### src/rtl/relock_scan_ramp_pkg.sv
// Shared types and constants for the relock scan ramp generator.
// State encodings are fixed so CSR and debug readback decode them identically.
package relock_scan_ramp_pkg;

    localparam int SCAN_R     = 14;
    localparam int SCAN_DIV_W = 16;
    localparam int ST_W       = 2;

    typedef enum logic [ST_W-1:0] {
        ST_IDLE = 2'd0,
        ST_UP   = 2'd1,
        ST_DOWN = 2'd2
    } scan_state_t;

    // True in the two states where the ramp is actively driving scan_out.
    function automatic logic is_ramp(input scan_state_t st);
        return (st == ST_UP) || (st == ST_DOWN);
    endfunction

endpackage

### src/rtl/relock_scan_ramp_if.sv
// Controller <-> scan ramp signal bundle; the controller is the master.
interface relock_scan_ramp_if
    import relock_scan_ramp_pkg::*;
#(
    parameter int R     = SCAN_R,
    parameter int DIV_W = SCAN_DIV_W
) ();

    logic                run_scan;
    logic [R-1:0]        scan_A;
    logic [R-1:0]        low_lim;
    logic [R-1:0]        hig_lim;
    logic [R-2:0]        step;
    logic [DIV_W-1:0]    divider;
    logic [R-1:0]        scan_out;
    logic                scan_trigger;
    logic                scan_dir;
    logic                lim_err;

    modport master (
        output run_scan, scan_A, low_lim, hig_lim, step, divider,
        input  scan_out, scan_trigger, scan_dir, lim_err
    );

    modport slave (
        input  run_scan, scan_A, low_lim, hig_lim, step, divider,
        output scan_out, scan_trigger, scan_dir, lim_err
    );

endinterface

### src/rtl/relock_scan_ramp_satprotect.sv
// Signed saturation: clamps a Ri-bit value into the SAT-bit signed range,
// then sign-extends the result to Ro bits.
module satprotect #(
    parameter int Ri  = 15,
    parameter int Ro  = 14,
    parameter int SAT = 14
) (
    input  logic [Ri-1:0] din,
    output logic [Ro-1:0] dout
);

    logic [SAT-1:0]   sat_v;
    logic [Ri-SAT:0]  top_bits;

    assign top_bits = din[Ri-1:SAT-1];

    // The value fits when every bit above the SAT-bit sign position matches it.
    always_comb begin
        sat_v = din[SAT-1:0];
        if (!((&top_bits) || (~|top_bits))) begin
            sat_v = din[Ri-1] ? {1'b1, {(SAT-1){1'b0}}} : {1'b0, {(SAT-1){1'b1}}};
        end
    end

    assign dout = Ro'($signed(sat_v));

endmodule

### src/rtl/relock_scan_ramp.sv
// Triangular scan generator: ramps scan_out between live limits, pulses scan_trigger
// at every low-limit turn, and tracks scan_A while idle for a bumpless hand-over.
module relock_scan_ramp
    import relock_scan_ramp_pkg::*;
#(
    parameter int R     = SCAN_R,
    parameter int DIV_W = SCAN_DIV_W
) (
    input logic               clk,
    input logic               rstn,
    relock_scan_ramp_if.slave bus
);

    scan_state_t        state_q, state_n;
    logic [R-1:0]       scan_q, scan_n;
    logic               trig_q, trig_n;
    logic               dir_q, dir_n;
    logic               err_q, err_n;
    logic [DIV_W-1:0]   cnt_q, cnt_n;

    logic [R:0]         sum_w, dif_w;
    logic [R-1:0]       up_sat, dn_sat;
    logic               up_hit, dn_hit;
    logic               lim_bad;
    logic               tick;

    assign sum_w = {scan_q[R-1], scan_q} + {2'b00, bus.step};
    assign dif_w = {scan_q[R-1], scan_q} - {2'b00, bus.step};

    satprotect #(.Ri(R + 1), .Ro(R), .SAT(R)) u_sat_up (
        .din  (sum_w),
        .dout (up_sat)
    );

    satprotect #(.Ri(R + 1), .Ro(R), .SAT(R)) u_sat_dn (
        .din  (dif_w),
        .dout (dn_sat)
    );

    assign up_hit  = $signed({up_sat[R-1], up_sat}) >= $signed({bus.hig_lim[R-1], bus.hig_lim});
    assign dn_hit  = $signed({dn_sat[R-1], dn_sat}) <= $signed({bus.low_lim[R-1], bus.low_lim});
    assign lim_bad = $signed(bus.low_lim) > $signed(bus.hig_lim);

    // A divider lowered below the running count still yields a tick when the count wraps.
    assign tick = (cnt_q == bus.divider) || (&cnt_q);

    always_ff @(posedge clk) begin
        if (!rstn) begin
            state_q <= ST_IDLE;
            scan_q  <= '0;
            trig_q  <= 1'b0;
            dir_q   <= 1'b1;
            err_q   <= 1'b0;
            cnt_q   <= '0;
        end else begin
            state_q <= state_n;
            scan_q  <= scan_n;
            trig_q  <= trig_n;
            dir_q   <= dir_n;
            err_q   <= err_n;
            cnt_q   <= cnt_n;
        end
    end

    always_comb begin
        state_n = state_q;
        scan_n  = scan_q;
        trig_n  = 1'b0;
        dir_n   = dir_q;
        err_n   = 1'b0;
        cnt_n   = cnt_q;

        if (!is_ramp(state_q) || !bus.run_scan) begin
            scan_n  = bus.scan_A;
            cnt_n   = '0;
            dir_n   = 1'b1;
            state_n = ST_IDLE;
            if (state_q == ST_IDLE && bus.run_scan) begin
                state_n = ST_UP;
                err_n   = lim_bad;
            end
        end else begin
            err_n = lim_bad;
            cnt_n = tick ? '0 : cnt_q + DIV_W'(1);
            // Crossed limits freeze the ramp in place until the controller fixes them.
            if (tick && !lim_bad) begin
                if (state_q == ST_UP) begin
                    if (up_hit) begin
                        scan_n  = bus.hig_lim;
                        dir_n   = 1'b0;
                        state_n = ST_DOWN;
                    end else begin
                        scan_n = up_sat;
                    end
                end else begin
                    if (dn_hit) begin
                        scan_n  = bus.low_lim;
                        dir_n   = 1'b1;
                        trig_n  = 1'b1;
                        state_n = ST_UP;
                    end else begin
                        scan_n = dn_sat;
                    end
                end
            end
        end
    end

    assign bus.scan_out     = scan_q;
    assign bus.scan_trigger = trig_q;
    assign bus.scan_dir     = dir_q;
    assign bus.lim_err      = err_q;

endmodule
### src/flat_wrapper.sv
// flat-port wrapper written by rule: the top's interface ports become plain ports
module relock_scan_ramp_flat import relock_scan_ramp_pkg::*;
#(
    parameter int R     = SCAN_R,
    parameter int DIV_W = SCAN_DIV_W
)
  (clk, rstn, bus_run_scan, bus_scan_A, bus_low_lim, bus_hig_lim, bus_step, bus_divider, bus_scan_out, bus_scan_trigger, bus_scan_dir, bus_lim_err);
  relock_scan_ramp_if #(.R(R), .DIV_W(DIV_W)) bus_i ();
  input logic clk;
  input logic rstn;
  input wire logic [$bits(bus_i.run_scan)-1:0] bus_run_scan;
  input wire logic [$bits(bus_i.scan_A)-1:0] bus_scan_A;
  input wire logic [$bits(bus_i.low_lim)-1:0] bus_low_lim;
  input wire logic [$bits(bus_i.hig_lim)-1:0] bus_hig_lim;
  input wire logic [$bits(bus_i.step)-1:0] bus_step;
  input wire logic [$bits(bus_i.divider)-1:0] bus_divider;
  output wire logic [$bits(bus_i.scan_out)-1:0] bus_scan_out;
  output wire logic [$bits(bus_i.scan_trigger)-1:0] bus_scan_trigger;
  output wire logic [$bits(bus_i.scan_dir)-1:0] bus_scan_dir;
  output wire logic [$bits(bus_i.lim_err)-1:0] bus_lim_err;
  assign bus_i.run_scan = bus_run_scan;
  assign bus_i.scan_A = bus_scan_A;
  assign bus_i.low_lim = bus_low_lim;
  assign bus_i.hig_lim = bus_hig_lim;
  assign bus_i.step = bus_step;
  assign bus_i.divider = bus_divider;
  assign bus_scan_out = bus_i.scan_out;
  assign bus_scan_trigger = bus_i.scan_trigger;
  assign bus_scan_dir = bus_i.scan_dir;
  assign bus_lim_err = bus_i.lim_err;
  relock_scan_ramp #(.R(R), .DIV_W(DIV_W)) u_core (.clk(clk), .rstn(rstn), .bus(bus_i));
endmodule
### config.mk
export PLATFORM = sky130hd
export DESIGN_NAME = relock_scan_ramp_flat
export DESIGN_NICKNAME = d
export VERILOG_FILES = /design/src/rtl/relock_scan_ramp_pkg.sv /design/src/rtl/relock_scan_ramp_if.sv /design/src/rtl/relock_scan_ramp_satprotect.sv /design/src/rtl/relock_scan_ramp.sv /design/src/flat_wrapper.sv
export SDC_FILE = /design/constraint.sdc
export NUM_CORES = 1
export LEC_CHECK = 0
export ABC_CLOCK_PERIOD_IN_PS = 17000
export BUFFER_PORTS_ARGS = -buffer_cell sky130_fd_sc_hd__buf_4
export CORE_ASPECT_RATIO = 1.1
export CORE_MARGIN = 5
export CORE_UTILIZATION = 53
export DETAILED_ROUTE_END_ITERATION = 8
export PLACE_DENSITY = 0.77
export SYNTH_ARGS = -nofsm -noshare
export SYNTH_HDL_FRONTEND = slang
export SYNTH_HIERARCHICAL = 1
export SYNTH_SLANG_ARGS = --single-unit
### constraint.sdc
create_clock -name clk -period 17 [get_ports clk]
set_input_delay 3.4 -clock clk [delete_from_list [all_inputs] [get_ports clk]]
set_output_delay 3.4 -clock clk [all_outputs]
set_load 0.05 [all_outputs]
# Word-level counts from Yosys, hierarchy flattened
# Index checks and enable logic that the tools add are counted.
classes:
  n_reduce_logical: 26
  mux: 21
  add_sub_neg: 3
  n_lt_le_gt_ge: 3
  eq_ne: 5
  bitwise: 2
op_table:
  columns: ["op", "n"]
  rows:
  - ["$mux W14", 9]
  - ["$add A16 B1 Y16 const B", 1]
  - ["$eq A16 B16 Y1", 1]
  - ["$reduce_and A16 Y1", 1]
  - ["$add A14 B14 Y15", 1]
  - ["$sub A14 B14 Y15", 1]
  - ["$ge A14 B14 Y1", 1]
  - ["$gt A14 B14 Y1", 1]
  - ["$le A14 B14 Y1", 1]
  - ["$mux W2", 5]
  - ["$mux W1", 7]
  - ["$reduce_and A3 Y1", 2]
  - ["$reduce_or A2 Y1", 3]
  - ["$logic_not A1 Y1", 5]
  - ["$logic_or A1 B1 Y1", 5]
  - ["$reduce_and A2 Y1", 2]
  - ["$reduce_bool A2 Y1", 2]
  - ["$reduce_or A4 Y1", 1]
  - ["$ne A3 B2 Y1 const B", 1]
  - ["$reduce_bool A3 Y1", 1]
  - ["$reduce_or A3 Y1", 1]
  - ["$eq A2 B1 Y1 const B", 1]
  - ["$eq A2 B2 Y1 const B", 1]
  - ["$logic_and A1 B1 Y1", 2]
  - ["other kinds (3)", 4]
word_totals:
  reg_bits: 35
  elab_cells: 66

# Longest topological paths before layout
logic_depth:
  word_depth: 10
  mapped_depth: 24
  mapped_depth_nobuf: 22

# Cells and area by module
# The synthesis kept the hierarchy.
by_module_without_submodules:
  columns: ["mod", "seq_area_each_um2", "cells_each", "area_per_inst_um2", "n_inst"]
  rows:
  - ["relock_scan_ramp", 700.7, 569, 4509.3, 1]
  - ["satprotect", 0.0, 20, 157.7, 2]

# Worst setup path after synthesis
# OpenSTA, ideal clock, no wires.
synth_timing:
  path_kind: "in2reg"
  start: "input bus_step[2]"
  end: "register u_core.state_q[0]"
  arrival_ns: 7.678
  path_stages: 24
  path_buffers: 3
  slack_ns: 9.206
  cell_sequence: "inv_1 > ha_1 > clkbuf_1 > o21a_1 > o31a_1 > o211ai_1 > a21oi_1 > o31ai_1 > nor4b_1 > nor3_1 > inv_1 > ha_1 > nor2_2 > buf_6 > a21o_1 > ha_1 > a211o_1 > o211ai_1 > a31oi_1 > nor3_2 > clkbuf_1 > nor3_1 > a211o_2 > a31o_1"
synth_via:
  elab_chain_len: 8
  elab_cells_between_ends: 19
  classes_between: "add/sub (2); order compare (2); eq/ne (1); mux (4); reduce/logical (10)"
synth_lines:
  columns: ["element", "line", "source"]
  rows:
  - ["start, declared", "flat_wrapper.sv:15", "input wire logic [$bits(bus_i.step)-1:0] bus_step;"]
  - ["$sub A14 B14 Y15 (*)", "relock_scan_ramp.sv:28", "assign dif_w = {scan_q[R-1], scan_q} - {2'b00, bus.step};"]
  - ["net u_core.dif_w[13]", "relock_scan_ramp.sv:21", "logic [R:0] sum_w, dif_w;"]
  - ["$reduce_or A2 Y1", "relock_scan_ramp_satprotect.sv:20", "if (!((&top_bits) || (~|top_bits))) begin"]
  - ["$logic_not A1 Y1", "relock_scan_ramp_satprotect.sv:20", null]
  - ["$logic_or A1 B1 Y1 (*)", "relock_scan_ramp_satprotect.sv:20", null]
  - ["$mux W14 (*)", "relock_scan_ramp_satprotect.sv:20", null]
  - ["net u_core.dn_sat[3]", "relock_scan_ramp.sv:22", "logic [R-1:0] up_sat, dn_sat;"]
  - ["$le A14 B14 Y1 (*)", "relock_scan_ramp.sv:41", "assign dn_hit = $signed({dn_sat[R-1], dn_sat}) <= $signed({bus.low_lim[R-1], bus.low_lim});"]
  - ["$reduce_bool A3 Y1 (no line) (*)", null, null]
  - ["$reduce_and A3 Y1 (no line) (*)", null, null]
  - ["end signal, assigned", "relock_scan_ramp.sv:56", "state_q <= state_n;"]
  - ["end, declared", "relock_scan_ramp.sv:14", "scan_state_t state_q, state_n;"]
# The timed path passes the listed nets; every way through them passes the cells marked *.
# A chain may end at the register's enable or synchronous reset.

# Final worst setup path
layout_timing:
  start: "input bus_step[1]"
  end: "register u_core.scan_q[2] (netlist: u_core/bus.scan_out[2])"
layout_via:
  elab_chain_len: 10
  elab_cells_between_ends: 21
  classes_between: "add/sub (2); order compare (2); mux (9); reduce/logical (8)"
layout_lines:
  columns: ["element", "line", "source"]
  rows:
  - ["$sub A14 B14 Y15 (*)", "relock_scan_ramp.sv:28", null]
  - ["net u_core.dif_w[13]", "relock_scan_ramp.sv:21", null]
  - ["$reduce_or A2 Y1", "relock_scan_ramp_satprotect.sv:20", null]
  - ["$logic_not A1 Y1", "relock_scan_ramp_satprotect.sv:20", null]
  - ["$logic_or A1 B1 Y1 (*)", "relock_scan_ramp_satprotect.sv:20", null]
  - ["$mux W14 (*)", "relock_scan_ramp_satprotect.sv:20", null]
  - ["net u_core.dn_sat[3]", "relock_scan_ramp.sv:22", null]
  - ["$le A14 B14 Y1 (*)", "relock_scan_ramp.sv:41", null]
  - ["$mux W14 (*)", "relock_scan_ramp.sv:96", "if (dn_hit) begin"]
  - ["$mux W14 (*)", "relock_scan_ramp.sv:87", "if (state_q == ST_UP) begin"]
  - ["$mux W14 (*)", "relock_scan_ramp.sv:86", "if (tick && !lim_bad) begin"]
  - ["$mux W14 (*)", "relock_scan_ramp.sv:73", "if (!is_ramp(state_q) || !bus.run_scan) begin"]
  - ["end signal, assigned", "relock_scan_ramp.sv:57", "scan_q <= scan_n;"]
  - ["end, declared", "relock_scan_ramp.sv:15", "logic [R-1:0] scan_q, scan_n;"]
# The timed path passes the listed nets; every way through them passes the cells marked *. The select of a mux whose other input is x is not followed.

==> run summary <==
The setup slack of the critical path after layout came out at 8.318 ns. Clock tree synthesis inserted a total of 5 buffers. The total grt overflow came out at 0. The worst-margin pin slew is 1.151 ns. The first-pass iteration count of the detailed router is 5. The number of enable-type register cells in the synthesized netlist is 0. Gates resized during post-CTS repair numbered 0. The worst-path maximum fanout came out at 16. The share of the cycle needed by the critical path after routing is 51.07%. The count of routing violations after the opening detailed-route iteration came out at 251.

After clock tree synthesis, the flow added hold-fix buffers numbering 0. The highest cell delay on the worst timing path is 0.50 ns. The H-tree depth came out at 2. The total I/O pin count came out at 91. The initial utilization of the core area, before any placement, comes to 54.37%. By instance count, the cell type seen most on the critical path is sky130_fd_sc_hd__ha_1.

The leakage power summed over all cells came out at 2.634 nW. In this run the tightest slew margin relative to its limit is 22.78%. The net switching power figure is 158.2 uW. The ratio of routed vias to standard cells came out at 5.859. The final setup violation count is 0. The number of buffers on the longest clock path is 2. STA classifies the critical path startpoint as an input pin.

At the worst endpoint, the required time is 17.17 ns. The cell internal power dissipation came out at 207.6 uW. The clock net sink count is 35.

For this run, the post-layout net count is 833. The maximum vdd ir drop is 0.02930 mV. The layout cell share with drive strength beyond 1 is 17.42%. Leaving out fill and tap cells, the most frequent cells in the layout are sky130_fd_sc_hd__buf_4, sky130_fd_sc_hd__ha_1, sky130_fd_sc_hd__inv_1, sky130_fd_sc_hd__xnor2_1, sky130_fd_sc_hd__dfxtp_1. The switching part of the total is 43.24%. The sequential share of power is 24.2%. The post-synthesis to final-layout area growth is 15.46%. The later pin in the worst-skew pair is clocked with a latency of 0.29 ns.

Overall power consumption after layout is estimated at 365.8 uW. Based on the critical path, the design can be clocked at up to 115.2 MHz. The total inserted antenna cells is 0. The async set-or-reset flop fraction in the synthesized netlist came out at 0%. Clock-pin slew was measured on the worst setup and hold paths at 0.07 ns.

Row generation in the floorplan step produced 36 rows. The cell count of the worst hold path came out at 1. The y dimension of the die is 110.1 um. The tightest min-delay check is of the reg -> reg type. Leaving out fill and tap cells, the most frequent cell in the layout is sky130_fd_sc_hd__buf_4. The number of buffers inserted by port buffering came out at 90. The routability congestion estimate came out at 0.9081. In this run the clock root is driven by a sky130_fd_sc_hd__clkbuf_8. The main flop type after synthesis is sky130_fd_sc_hd__dfxtp_1.

The post-detailed-route wirelength per cell came out at 16.57 um. Clock skew on the completed layout was measured at 0.01234 ns. The number of antenna violations at the first check in global routing came out at 0. The count of cell types in the netlist came out at 63. The worst register-to-register path has a depth of 22. After floorplanning, the core was sized to cover 8874 um2. The post-synth design cell area is 4825 um2. The number of warnings printed during yosys synthesis came out at 6. The cell count after synthesis came out at 609. Setup total negative slack on the finished layout was measured at 0 ns. The first global-routing pass estimated 21410 um of wire. The power per cell area is 65.68 nW/um2. Setup repair after global routing left no endpoint under its margin. The number of maximum-capacitance violations is 0. The run finished with clean final reports. The minimum setup slack after placement is 8.084 ns. The clock period minus worst slack is 8.682 ns. Synthesis inferred 35 register bits.

The number of remaining DRC errors came out at 0. TritonCTS built the clock tree. The cell with the largest stage delay on the worst path is sky130_fd_sc_hd__nor3_2. The number of placed instances, taps included is 789. Post-CTS timing repair inserted 0 buffers for setup. The pin count of the biggest net entering global routing came out at 59.

The post-detailed-placement half-perimeter wirelength is 11170 um. The critical path is of the in -> reg type. The total wirelength of the detailed-routed design came out at 13210 um. Walking the worst path, the cells encountered are buf_4 > inv_1 > ha_1 > nor2b_1 > o31a_1 > o211ai_1 > a21oi_1 > o31ai_1 > nor4b_1 > nor3_1 > inv_1 > ha_1 > nor2_2 > a21o_1 > ha_1 > a211o_1 > o211ai_1 > a31oi_1 > nor3_2 > nor2_1 > o311ai_0 > o21ai_1. The worst path arrival time came out at 8.85 ns. The synthesized area divided by synthesized cell count came out at 7.922 um2.

The die area came out at 11110 um2. The number of global-route vias before repair came out at 4602. The number of antenna-violating nets in the routed design is 0. The number of vias after detailed routing is 4670. The minimum setup slack among reg-to-reg paths is 11.19 ns. Per report_power, the clock group accounts for 16.2% of the total.

The finished layout holds 797 standard cells, fillers aside. Sequential cells were found to cover 14.52% of the synthesized design area. The number of failing hold endpoints at the final stage was 0. The net count after synthesis is 760. The max-slew violation total from the final report came out at 0. The horizontal die dimension is 101.0 um. The type of element capturing the critical path is a flip-flop. The overall global routing resource usage is 23.91%. The relative contribution of combinational cells to total power is 59.6%.
==> final timing paths <==
kind / start / to
min reg2reg: u_core/bus.scan_dir$_SDFFE_PP1P_ / u_core/bus.scan_dir$_SDFFE_PP1P_
max reg2reg: u_core/bus.scan_out[0]$_SDFFE_PN0P_ / u_core/bus.scan_out[11]$_SDFFE_PN0P_
min: u_core/bus.scan_dir$_SDFFE_PP1P_ / u_core/bus.scan_dir$_SDFFE_PP1P_
max: bus_step[1] / u_core/bus.scan_out[2]$_SDFFE_PN0P_
==> stage by stage <==
stage                     hold slack, ns  instance area [um2]  utilization (%)
after floorplan                   0.4404                 4825                -
after CTS                         0.4902                 5570            62.78
after global placement            0.4664                 5485            61.82
final                             0.4928                 5570            62.78
after global routing              0.5108                 5570            62.78
after detailed placement          0.4718                 5485            61.82
==> cells in the mapped netlist, drive strengths merged (2+ instances only) <==
library cell  instances  share of area (%)
ha                   75                 19
inv                  67                5.2
xnor2                37                6.7
nor2                 36                3.1
dfxtp                35                 15
a21o                 34                5.3
a21oi                30                3.1
nand2                28                2.2
o21ai                23                2.4
clkbuf               17                2.0
nand2b               16                2.1
mux2i                15                3.2
nand3                15                1.8
a32oi                14                2.5
xor2                 14                2.5
nor3                 12                1.3
o311ai               10                1.8
or4                  10                1.6
a211oi                9                1.4
a31oi                 9                1.3
buf                   9                1.6
nand4                 9                1.2
and3                  8                1.1
nor2b                 8                1.0
o31ai                 8                1.2
or3                   7               0.91
o211ai                6               0.93
and4                  5               0.96
o21bai                5               0.78
or2                   5               0.70
o21a                  4               0.62
a211o                 3               0.57
nor4                  3               0.39
o31a                  3               0.54
o41ai                 3               0.54
or2b                  3               0.52
a31o                  2               0.36
fa                    2               0.83
nand3b                2               0.31
nor4b                 2               0.36
==> flip-flops by register name (all words and copies together) (netlist names) <==
register	count
u_core/bus.scan_trigger	1
u_core/cnt_q	16
u_core/bus.scan_dir	1
u_core/state_q	2
u_core/bus.scan_out	14
u_core/bus.lim_err	1
==> power by group through the flow <==
stage	Clock [mW]	Combinational [mW]	Sequential [mW]
2_1_floorplan	0	0.152	0.0969
3_3_place_gp	0	0.209	0.0902
3_5_place_dp	0	0.214	0.0903
4_1_cts	0.0603	0.215	0.0884
5_1_grt	0.0634	0.241	0.0889
6_report	0.0592	0.218	0.0885
==> metal layers <==
layer / up-vias / global-route usage [%] / part of all wire (%)
met5: - / 0 / 0
li1: 2357 / - / -
met1: 2160 / 32.07 / 44
met2: 139 / 41.82 / 48
met4: 0 / 4.938 / 1.5
met3: 14 / 2.203 / 5.9
==> final cells by class <==
cell class                      instances  area [um2]
Inverter                               67       251.5
Multi-Input combinational cell        480        3692
Clock buffer                            6       72.57
Clock inverter                          2       12.51
Tap cell                              114       142.6
Sequential cell                        35       700.7
Timing Repair Buffer                   93       698.2
Fill cell                             825        3303
==> critical path: cells and delay by family <==
kind                     cells  cell delay, ns
buffers and inverters        3            0.25
AND/OR/NAND/NOR              6            1.86
adder cells (fa/ha/maj)      3            1.05
AO/OA/AOI/OAI               10            2.29
==> cell families after synthesis <==
group           count (synthesis)  synth area share [%]
mux                            15                 3.190
fa+ha+maj                      77                 20.28
compound gates                165                 23.83
simple gates                  172                 19.97
xor+xnor                       51                 9.258
buf+inv                        94                 8.947
flops                          35                 14.52
No activity file was read; power rests on OpenSTA's default activity.
